[src/rtl/sdram_arbiter.sv]
// sdram_arbiter
// Two-requester round-robin arbiter in front of the de10_lite_sdram command
// interface. A granted requester owns the controller for one whole transaction:
// command issue, write/read burst, then a turnaround gap. Transactions waiting
// on a controller that never answers are aborted after TimeoutCycles.
//
// Ports
//   clk_i, rst_i          clock, asynchronous active-high reset
//   req_i/write_i         per-requester request (held until gnt_o) and direction
//   addr_i/wdata_i        per-requester address and write data, slice k = requester k
//   gnt_o                 one-cycle accept pulse (ISSUE cycle)
//   wdata_ready_o         write beat consumed this cycle
//   rdata_o/rvalid_o      read beats forwarded to the owner
//   done_o/err_o          end-of-transaction / timeout pulses
//   busy_o                arbiter not idle
//   sdram_*               controller command interface
module sdram_arbiter #(
    parameter int BurstLength      = 8,
    parameter int WriteBurst       = 1,
    parameter int AddrWidth        = 25,
    parameter int DataWidth        = 16,
    parameter int TurnaroundCycles = 2,
    parameter int TimeoutCycles    = 1024
) (
    input  logic                   clk_i,
    input  logic                   rst_i,
    input  logic [1:0]             req_i,
    input  logic [1:0]             write_i,
    input  logic [2*AddrWidth-1:0] addr_i,
    input  logic [2*DataWidth-1:0] wdata_i,
    output logic [1:0]             gnt_o,
    output logic [1:0]             wdata_ready_o,
    output logic [DataWidth-1:0]   rdata_o,
    output logic [1:0]             rvalid_o,
    output logic [1:0]             done_o,
    output logic [1:0]             err_o,
    output logic                   busy_o,
    output logic [1:0]             sdram_command_o,
    output logic [AddrWidth-1:0]   sdram_address_o,
    output logic [DataWidth-1:0]   sdram_wdata_o,
    input  logic [DataWidth-1:0]   sdram_rdata_i,
    input  logic                   sdram_rvalid_i,
    input  logic                   sdram_wdone_i
);
    localparam int BW        = $clog2(BurstLength + 1);
    localparam int TW        = $clog2(TimeoutCycles + 1);
    // A zero turnaround still spends one cycle in GAP so done_o has a home.
    localparam int GAP_LEN   = (TurnaroundCycles == 0) ? 1 : TurnaroundCycles;
    localparam int GW        = $clog2(GAP_LEN + 1);
    localparam bit WR_SINGLE = (WriteBurst == 0) || (BurstLength == 1);

    typedef enum logic [2:0] {
        S_IDLE, S_ISSUE, S_WR_WAIT, S_WR_BURST, S_RD_WAIT, S_RD_BURST, S_GAP
    } state_t;

    state_t               r_state;
    logic                 r_owner;   // 0/1 = requester owning the controller
    logic                 r_ptr;     // requester favoured when both request
    logic                 r_write;
    logic [AddrWidth-1:0] r_addr;
    logic [BW-1:0]        r_beat;
    logic [TW-1:0]        r_tmo;
    logic [GW-1:0]        r_gap;
    logic                 r_done;
    logic                 r_err;

    logic                 w_sel;
    logic [1:0]           w_owner_oh;
    logic                 w_wbeat;
    logic                 w_rd_fwd;
    logic [DataWidth-1:0] w_owner_wdata;

    // Contention goes to the pointer; otherwise whoever is requesting.
    assign w_sel         = (req_i == 2'b11) ? r_ptr : req_i[1];
    assign w_owner_oh    = r_owner ? 2'b10 : 2'b01;
    assign w_owner_wdata = r_owner ? wdata_i[2*DataWidth-1:DataWidth] : wdata_i[DataWidth-1:0];
    // Beat 0 goes out with the write command, the rest after wdone.
    assign w_wbeat       = (r_state == S_ISSUE && r_write) || (r_state == S_WR_BURST);
    // Read beats pass straight through; beats outside a read are dropped.
    assign w_rd_fwd      = sdram_rvalid_i && (r_state == S_RD_WAIT || r_state == S_RD_BURST);

    assign gnt_o           = (r_state == S_ISSUE) ? w_owner_oh : 2'b00;
    assign wdata_ready_o   = w_wbeat ? w_owner_oh : 2'b00;
    assign sdram_wdata_o   = w_wbeat ? w_owner_wdata : '0;
    assign rvalid_o        = w_rd_fwd ? w_owner_oh : 2'b00;
    assign rdata_o         = w_rd_fwd ? sdram_rdata_i : '0;
    assign done_o          = r_done ? w_owner_oh : 2'b00;
    assign err_o           = r_err ? w_owner_oh : 2'b00;
    assign busy_o          = (r_state != S_IDLE);
    assign sdram_command_o = (r_state != S_ISSUE) ? 2'd0 : (r_write ? 2'd1 : 2'd2);
    assign sdram_address_o = r_addr;

    always_ff @(posedge clk_i or posedge rst_i) begin
        if (rst_i) begin
            r_state <= S_IDLE;
            r_owner <= 1'b0;
            r_ptr   <= 1'b0;
            r_write <= 1'b0;
            r_addr  <= '0;
            r_beat  <= '0;
            r_tmo   <= '0;
            r_gap   <= '0;
            r_done  <= 1'b0;
            r_err   <= 1'b0;
        end else begin
            r_done <= 1'b0;
            r_err  <= 1'b0;
            case (r_state)
                S_IDLE: begin
                    if (|req_i) begin
                        r_owner <= w_sel;
                        r_ptr   <= ~w_sel;
                        r_write <= write_i[w_sel];
                        r_addr  <= w_sel ? addr_i[2*AddrWidth-1:AddrWidth] : addr_i[AddrWidth-1:0];
                        r_state <= S_ISSUE;
                    end
                end
                S_ISSUE: begin
                    r_tmo   <= '0;
                    r_beat  <= '0;
                    r_state <= r_write ? S_WR_WAIT : S_RD_WAIT;
                end
                S_WR_WAIT: begin
                    if (sdram_wdone_i) begin
                        if (WR_SINGLE) begin
                            r_done  <= 1'b1;
                            r_gap   <= '0;
                            r_state <= S_GAP;
                        end else begin
                            r_state <= S_WR_BURST;
                        end
                    end else if (int'(r_tmo) == TimeoutCycles - 1) begin
                        r_done  <= 1'b1;
                        r_err   <= 1'b1;
                        r_gap   <= '0;
                        r_state <= S_GAP;
                    end else begin
                        r_tmo <= r_tmo + 1'b1;
                    end
                end
                S_WR_BURST: begin
                    // Beats 1..BurstLength-1, one per cycle.
                    if (int'(r_beat) == BurstLength - 2) begin
                        r_done  <= 1'b1;
                        r_gap   <= '0;
                        r_state <= S_GAP;
                    end else begin
                        r_beat <= r_beat + 1'b1;
                    end
                end
                S_RD_WAIT: begin
                    if (sdram_rvalid_i) begin
                        r_beat <= BW'(1);
                        if (BurstLength == 1) begin
                            r_done  <= 1'b1;
                            r_gap   <= '0;
                            r_state <= S_GAP;
                        end else begin
                            r_state <= S_RD_BURST;
                        end
                    end else if (int'(r_tmo) == TimeoutCycles - 1) begin
                        r_done  <= 1'b1;
                        r_err   <= 1'b1;
                        r_gap   <= '0;
                        r_state <= S_GAP;
                    end else begin
                        r_tmo <= r_tmo + 1'b1;
                    end
                end
                S_RD_BURST: begin
                    // r_beat counts beats already received; no timeout once started.
                    if (sdram_rvalid_i) begin
                        if (int'(r_beat) == BurstLength - 1) begin
                            r_done  <= 1'b1;
                            r_gap   <= '0;
                            r_state <= S_GAP;
                        end else begin
                            r_beat <= r_beat + 1'b1;
                        end
                    end
                end
                S_GAP: begin
                    if (int'(r_gap) == GAP_LEN - 1) r_state <= S_IDLE;
                    else                            r_gap   <= r_gap + 1'b1;
                end
                default: r_state <= S_IDLE;
            endcase
        end
    end
endmodule

[config.mk]
export PLATFORM = sky130hd
export DESIGN_NAME = sdram_arbiter
export DESIGN_NICKNAME = d
export VERILOG_FILES = /design/src/rtl/sdram_arbiter.sv
export SDC_FILE = /design/constraint.sdc
export NUM_CORES = 1
export LEC_CHECK = 0
export CORE_AREA = 5 5 95 97
export DETAILED_ROUTE_END_ITERATION = 8
export DIE_AREA = 0 0 100 102
export GPL_TIMING_DRIVEN = 0
export PLACE_DENSITY = 0.88
export SLEW_MARGIN = 20
export SYNTH_ARGS = -nofsm -noshare
export SYNTH_HDL_FRONTEND = slang
export SYNTH_SLANG_ARGS = --single-unit
[constraint.sdc]
create_clock -name clk_i -period 3 [get_ports clk_i]
set_input_delay 0.9 -clock clk_i [delete_from_list [all_inputs] [get_ports clk_i]]
set_output_delay 0.9 -clock clk_i [all_outputs]
set_load 0.01 [all_outputs]
After elaboration in Yosys (flattened, before gate mapping)
Index checks and enable logic that the tools add are counted.
{ "totals": {"ff_bits": 50, "out_inout_bits": 70, "wordCells": 103} }
{ "op_classes": {"addsub": 3, "magnitude_cmp": 1, "n_eq_ne": 23, "n_mux": 50, "bitwise": 1, "n_reduce_logical": 15} }
{ "op_table": {"columns": ["cell", "n"], "rows": [
  ["$mux 16", 3],
  ["$mux 11", 3],
  ["$pmux 11 s3", 1],
  ["$mux 2", 15],
  ["$mux 3", 9],
  ["$mux 25", 1],
  ["$pmux 3 s7", 1],
  ["$ne 2x2->1 const B", 9],
  ["$mux 4", 4],
  ["$pmux 4 s4", 1],
  ["$add 11x1->11 const B", 1],
  ["$eq 11x11->1 const B", 1],
  ["$pmux 2 s5", 1],
  ["$reduce_and 5->1", 2],
  ["$eq 3x3->1 const B", 3],
  ["$mux 1", 9],
  ["$eq 4x4->1 const B", 2],
  ["$reduce_and 7->1", 1],
  ["$eq 3x2->1 const B", 2],
  ["$reduce_bool 3->1", 2],
  ["$reduce_bool 5->1", 1],
  ["$add 4x1->4 const B", 1],
  ["$eq 2x2->1 const B", 2],
  ["$ne 2x1->1 const B", 2],
  ["14 further kinds", 16]
]} }

Depth between registers and ports, before layout
{ "logic_depth": {"depth_word": 4, "depth_mapped": 8, "mapped_depth_nobuf": 7} }

Worst setup path after synthesis
No wires, ideal clock.
{ "synth_timing": {"path_type": "register to output", "start": "reg r_state[1]", "end": "out sdram_wdata_o[10]", "t_arrival_ps": 1567, "required_time_ps": 2100, "slack_ps": 533, "stages_incl_launch_ff": 6, "cell_sequence": "dfrtp_1 > buf_2 > clkbuf_1 > o21ai_1 > clkbuf_1 > nor2_1"} }
{ "synth_via": {"elab_chain_cells": 4, "elab_cells_between_ends": 5} }
{ "synth_rtl": {"columns": ["element", "line", "rtl"], "rows": [
  ["start, declared", "56", "state_t r_state;"],
  ["start signal, assigned", "121", "r_state <= r_write ? S_WR_WAIT : S_RD_WAIT;"],
  ["$eq 3x1->1", "78", "assign w_wbeat = (r_state == S_ISSUE && r_write) || (r_state == S_WR_BURST);"],
  ["$logic_and 1x1->1", "78", null],
  ["$logic_or 1x1->1 (*)", "78", null],
  ["$mux 16 (*)", "84", "assign sdram_wdata_o = w_wbeat ? w_owner_wdata : '0;"],
  ["end, declared", "40", "output logic [DataWidth-1:0] sdram_wdata_o,"]
]} }
Mark *: on every way between the ends. The rest lies on a longest branch, timed or not.

Worst setup path in the final report
{ "layout_timing": {"start": "in wdata_i[29]", "end": "out sdram_wdata_o[13]"} }
{ "layout_via": {"elab_chain_cells": 2} }
{ "layout_rtl": {"columns": ["element", "line", "rtl"], "rows": [
  ["start, declared", "30", "input logic [2*DataWidth-1:0] wdata_i,"],
  ["$mux 16", "76", "assign w_owner_wdata = r_owner ? wdata_i[2*DataWidth-1:DataWidth] : wdata_i[DataWidth-1:0];"],
  ["$mux 16", "84", null]
]} }
Every way passes these cells.

==> results.sh <==
export IMPL_die_h_um=102
export IMPL_hold_buffers=0
export IMPL_avgSynthCellArea_sq_um=9.15
export IMPL_drive_above_1_share_pct=7.88
export IMPL_final_hold_viol_count=0
export IMPL_holdWs_ps=500
export IMPL_yosys_warnings=0
export IMPL_cpMostUsedCell="clkdlybuf4s50_1"
export IMPL_syn_to_final_growth_pct=68.0
export IMPL_required_ps=2100
export IMPL_grt_max_degree=32
export IMPL_fin_worst_skew_ps=9.29
export IMPL_post_place_ws_ps=-748
export IMPL_fmax_mhz=336
export IMPL_initial_core_util_pct=38.2
export IMPL_vias=3431
export IMPL_grt_ovfl_total=0
export IMPL_avgRoutedWirePerCell_um=17.5
export IMPL_crit_chain="clkdlybuf4s50_1, mux2i_1, nor2_1, clkdlybuf4s50_1"
export IMPL_cp_buffers_inverters=2
export IMPL_antenna_cells=0
export IMPL_fillers=685
export IMPL_clock_sinks=50
export IMPL_synthArstFlopShare_pct=100
export IMPL_synthCells=336
export IMPL_maxSlewViolCount=0
export IMPL_antenna_found_initial=0
export IMPL_clockBufferDepth=2
export IMPL_first_pass_iters=6
export IMPL_rows=33
export IMPL_setup_ws_ps=27.3
export IMPL_powerDensity_nw_per_um2=796
export IMPL_tightest_slew_ps=922
export IMPL_cp_arrival_ps=2070
export IMPL_ir_drop_uv=514
export IMPL_cts_made_buffers=5
export IMPL_grt_pass1_vias=3527
export IMPL_worst_path_dominant_cell_family="buffers and inverters"
export IMPL_fin_tns_setup_ps=0
export IMPL_clock_root_buffer="clkbuf_8"
export IMPL_clock_power_share_pct=13.8
export IMPL_io_pins=176
export IMPL_finalWirelength_mm=10.9
export IMPL_placed_cell_area_sq_um=4980
export IMPL_hpwl_mm=8.78
export IMPL_grt_first_pass_wirelength_mm=17.3
export IMPL_synth_edf_count=0
export IMPL_remaining_drc_errors=0
export IMPL_fp_dieArea_sq_um=10200
export IMPL_dp_cells=617
export IMPL_nets=629
export IMPL_worstPathMaxFanout=1
export IMPL_swShare_pct=40.4
export IMPL_crit_type="input pin to primary output"
export IMPL_core_region_area_sq_um=8050
export IMPL_setup_viol=0
export IMPL_viasPerCell=5.49
export IMPL_instances_no_fill=625
export IMPL_synth_cell_types=57
export IMPL_max_stage_delay_ps=540
export IMPL_clock_latency_ps=300
export IMPL_final_util_pct=64.1
export IMPL_status="completed"
export IMPL_io_buffers=175
export IMPL_start_kind="input pin"
export IMPL_period_share_pct=99.1
export IMPL_cpMaxStageDelayCell="clkdlybuf4s50_1"
export IMPL_tritoncts="built"
export IMPL_cp_end_kind="primary output"
export IMPL_drt_iter0_markers=224
export IMPL_finalPower_mw=4.11
export IMPL_synth_seq_cells=50
export IMPL_synth_fp_nets=446
export IMPL_p_leak_nw=2.45
export IMPL_p_int_mw=2.45
export IMPL_relSlewSlack_pct=38.0
export IMPL_period_minus_slack_ps=2970
export IMPL_min_path_type="flop to flop"
export IMPL_switchingPower_mw=1.66
export IMPL_combPwrFrac_pct=58.2
export IMPL_htree_levels=2
export IMPL_seqPwrFrac_pct=27.9
export IMPL_seq_area_frac_synth_pct=40.7
export IMPL_die_w_um=100
export IMPL_drv_cap=0
export IMPL_antenna_left=0
export IMPL_gp_congestion=0.922
export IMPL_fin_area_sq_um=5160
export IMPL_grt_use_total_pct=21.0
export IMPL_synthFlopType="dfrtp_1"
export IMPL_synth_area_sq_um=3070
export IMPL_clk_pin_slew_ps=100
==> power groups by stage <==
stage,combinational (mW),sequential [mW],clock (mW)
after global routing,2.61,1.18,0.610
after floorplan,1.27,1.17,0
after detailed placement,2.39,1.12,0
final,2.39,1.15,0.569
after CTS,2.40,1.14,0.578
after global placement,2.31,1.12,0
==> registers in the layout (all words and copies together) (netlist names) <==
name	count
r_tmo	11
r_state	3
r_err	1
sdram_address_o	25
r_owner	1
r_beat	4
r_gap	2
r_ptr	1
r_write	1
r_done	1
==> cells by family (layout without fill, tap and decap cells) <==
| group | after synthesis | in the layout | synth area share, % |
|---|---|---|---|
| adder cells (fa/ha/maj) | 4 | 4 | 1.63 |
| AND/OR/NAND/NOR | 119 | 119 | 21.7 |
| flip-flops | 50 | 50 | 40.7 |
| XOR/XNOR | 6 | 6 | 1.71 |
| multiplexers | 18 | 18 | 6.02 |
| AO/OA/AOI/OAI | 80 | 80 | 20.1 |
| buffers and inverters | 59 | 243 | 8.10 |
==> synthesized netlist by cell type, types with 4 or more instances <==
| cell | n | area, sq um |
|---|---|---|
| a21oi_1 | 9 | 45.0 |
| a222oi_1 | 26 | 260 |
| and2_1 | 19 | 119 |
| buf_2 | 4 | 20.0 |
| clkbuf_1 | 12 | 45.0 |
| dfrtp_1 | 50 | 1250 |
| ha_1 | 4 | 50.1 |
| inv_1 | 37 | 139 |
| mux2i_1 | 17 | 170 |
| nand2_1 | 12 | 45.0 |
| nand2b_1 | 4 | 25.0 |
| nand3_1 | 4 | 20.0 |
| nor2_1 | 42 | 158 |
| nor2b_1 | 6 | 37.5 |
| nor3_1 | 6 | 30.0 |
| o211ai_1 | 5 | 37.5 |
| o21ai_0 | 9 | 45.0 |
| o21ai_1 | 7 | 35.0 |
| o31ai_1 | 5 | 37.5 |
| xnor2_1 | 4 | 35.0 |
==> per-layer routing <==
layer,up-vias,wire length [um],GRT usage (%)
met2,195,5330,38.9
li1,1585,-,-
met5,-,0,0
met4,0,170,5.91
met3,17,1120,5.94
met1,1634,4300,23.7
==> cells in the final DEF, fill, tap and decap left out, types with 4 or more instances in the layout <==
master	Yosys	layout
nor2b_1	6	5
o21ai_0	9	9
nor3_1	6	6
ha_1	4	4
inv_1	37	36
a21oi_1	9	9
dfrtp_1	50	48
o211ai_1	5	5
dlygate4sd2_1	0	17
buf_4	0	4
clkdlybuf4s50_1	0	150
nand2_1	12	11
clkbuf_8	0	6
and2_1	19	19
o21ai_1	7	6
clkbuf_1	12	7
xnor2_1	4	4
dlymetal6s2s_1	0	7
nor2_1	42	41
mux2i_1	17	17
o31ai_1	5	5
nand3_1	4	4
nand2b_1	4	4
a222oi_1	26	26
==> worst register-to-register path, delay by kind of cell, from the launching register on <==
family                     cells  cell delay [ps]
adders and majority gates      1              260
and+or+nand+nor                2              660
AOI/OAI and AO/OA              2              380
DFF                            1              450
buffers and inverters          2              250
==> area by class of cell <==
cell class	count	area [sq um]	area share, %
Timing Repair Buffer	178	1780	34.4
Clock inverter	3	68.8	1.33
Inverter	39	146	2.83
Sequential cell	50	1250	24.3
Buffer	18	119	2.30
Clock buffer	5	68.8	1.33
Multi-Input combinational cell	227	1600	30.9
Tap cell	105	131	2.54
==> path summary, 6_finish.rpt <==
check,from,to,slack (ps),cells after the start
min reg2reg,sdram_address_o[21],sdram_address_o[21],500,2
min,sdram_address_o[21],sdram_address_o[21],500,2
max,wdata_i[29],sdram_wdata_o[13],30,4
max reg2reg,r_tmo[0],r_state[2],900,7
min in group asynchronous,rst_i,r_tmo[5],920,2
max in group asynchronous,rst_i,r_owner,1550,3
==> timing repair <==
action / in CTS / in global routing
buffers inserted: 1 / 1
resized for setup: 37 / 11
pin swaps: 1 / 0
endpoints found under the setup margin: 44 / 17
(Power assumes the default switching activity.)
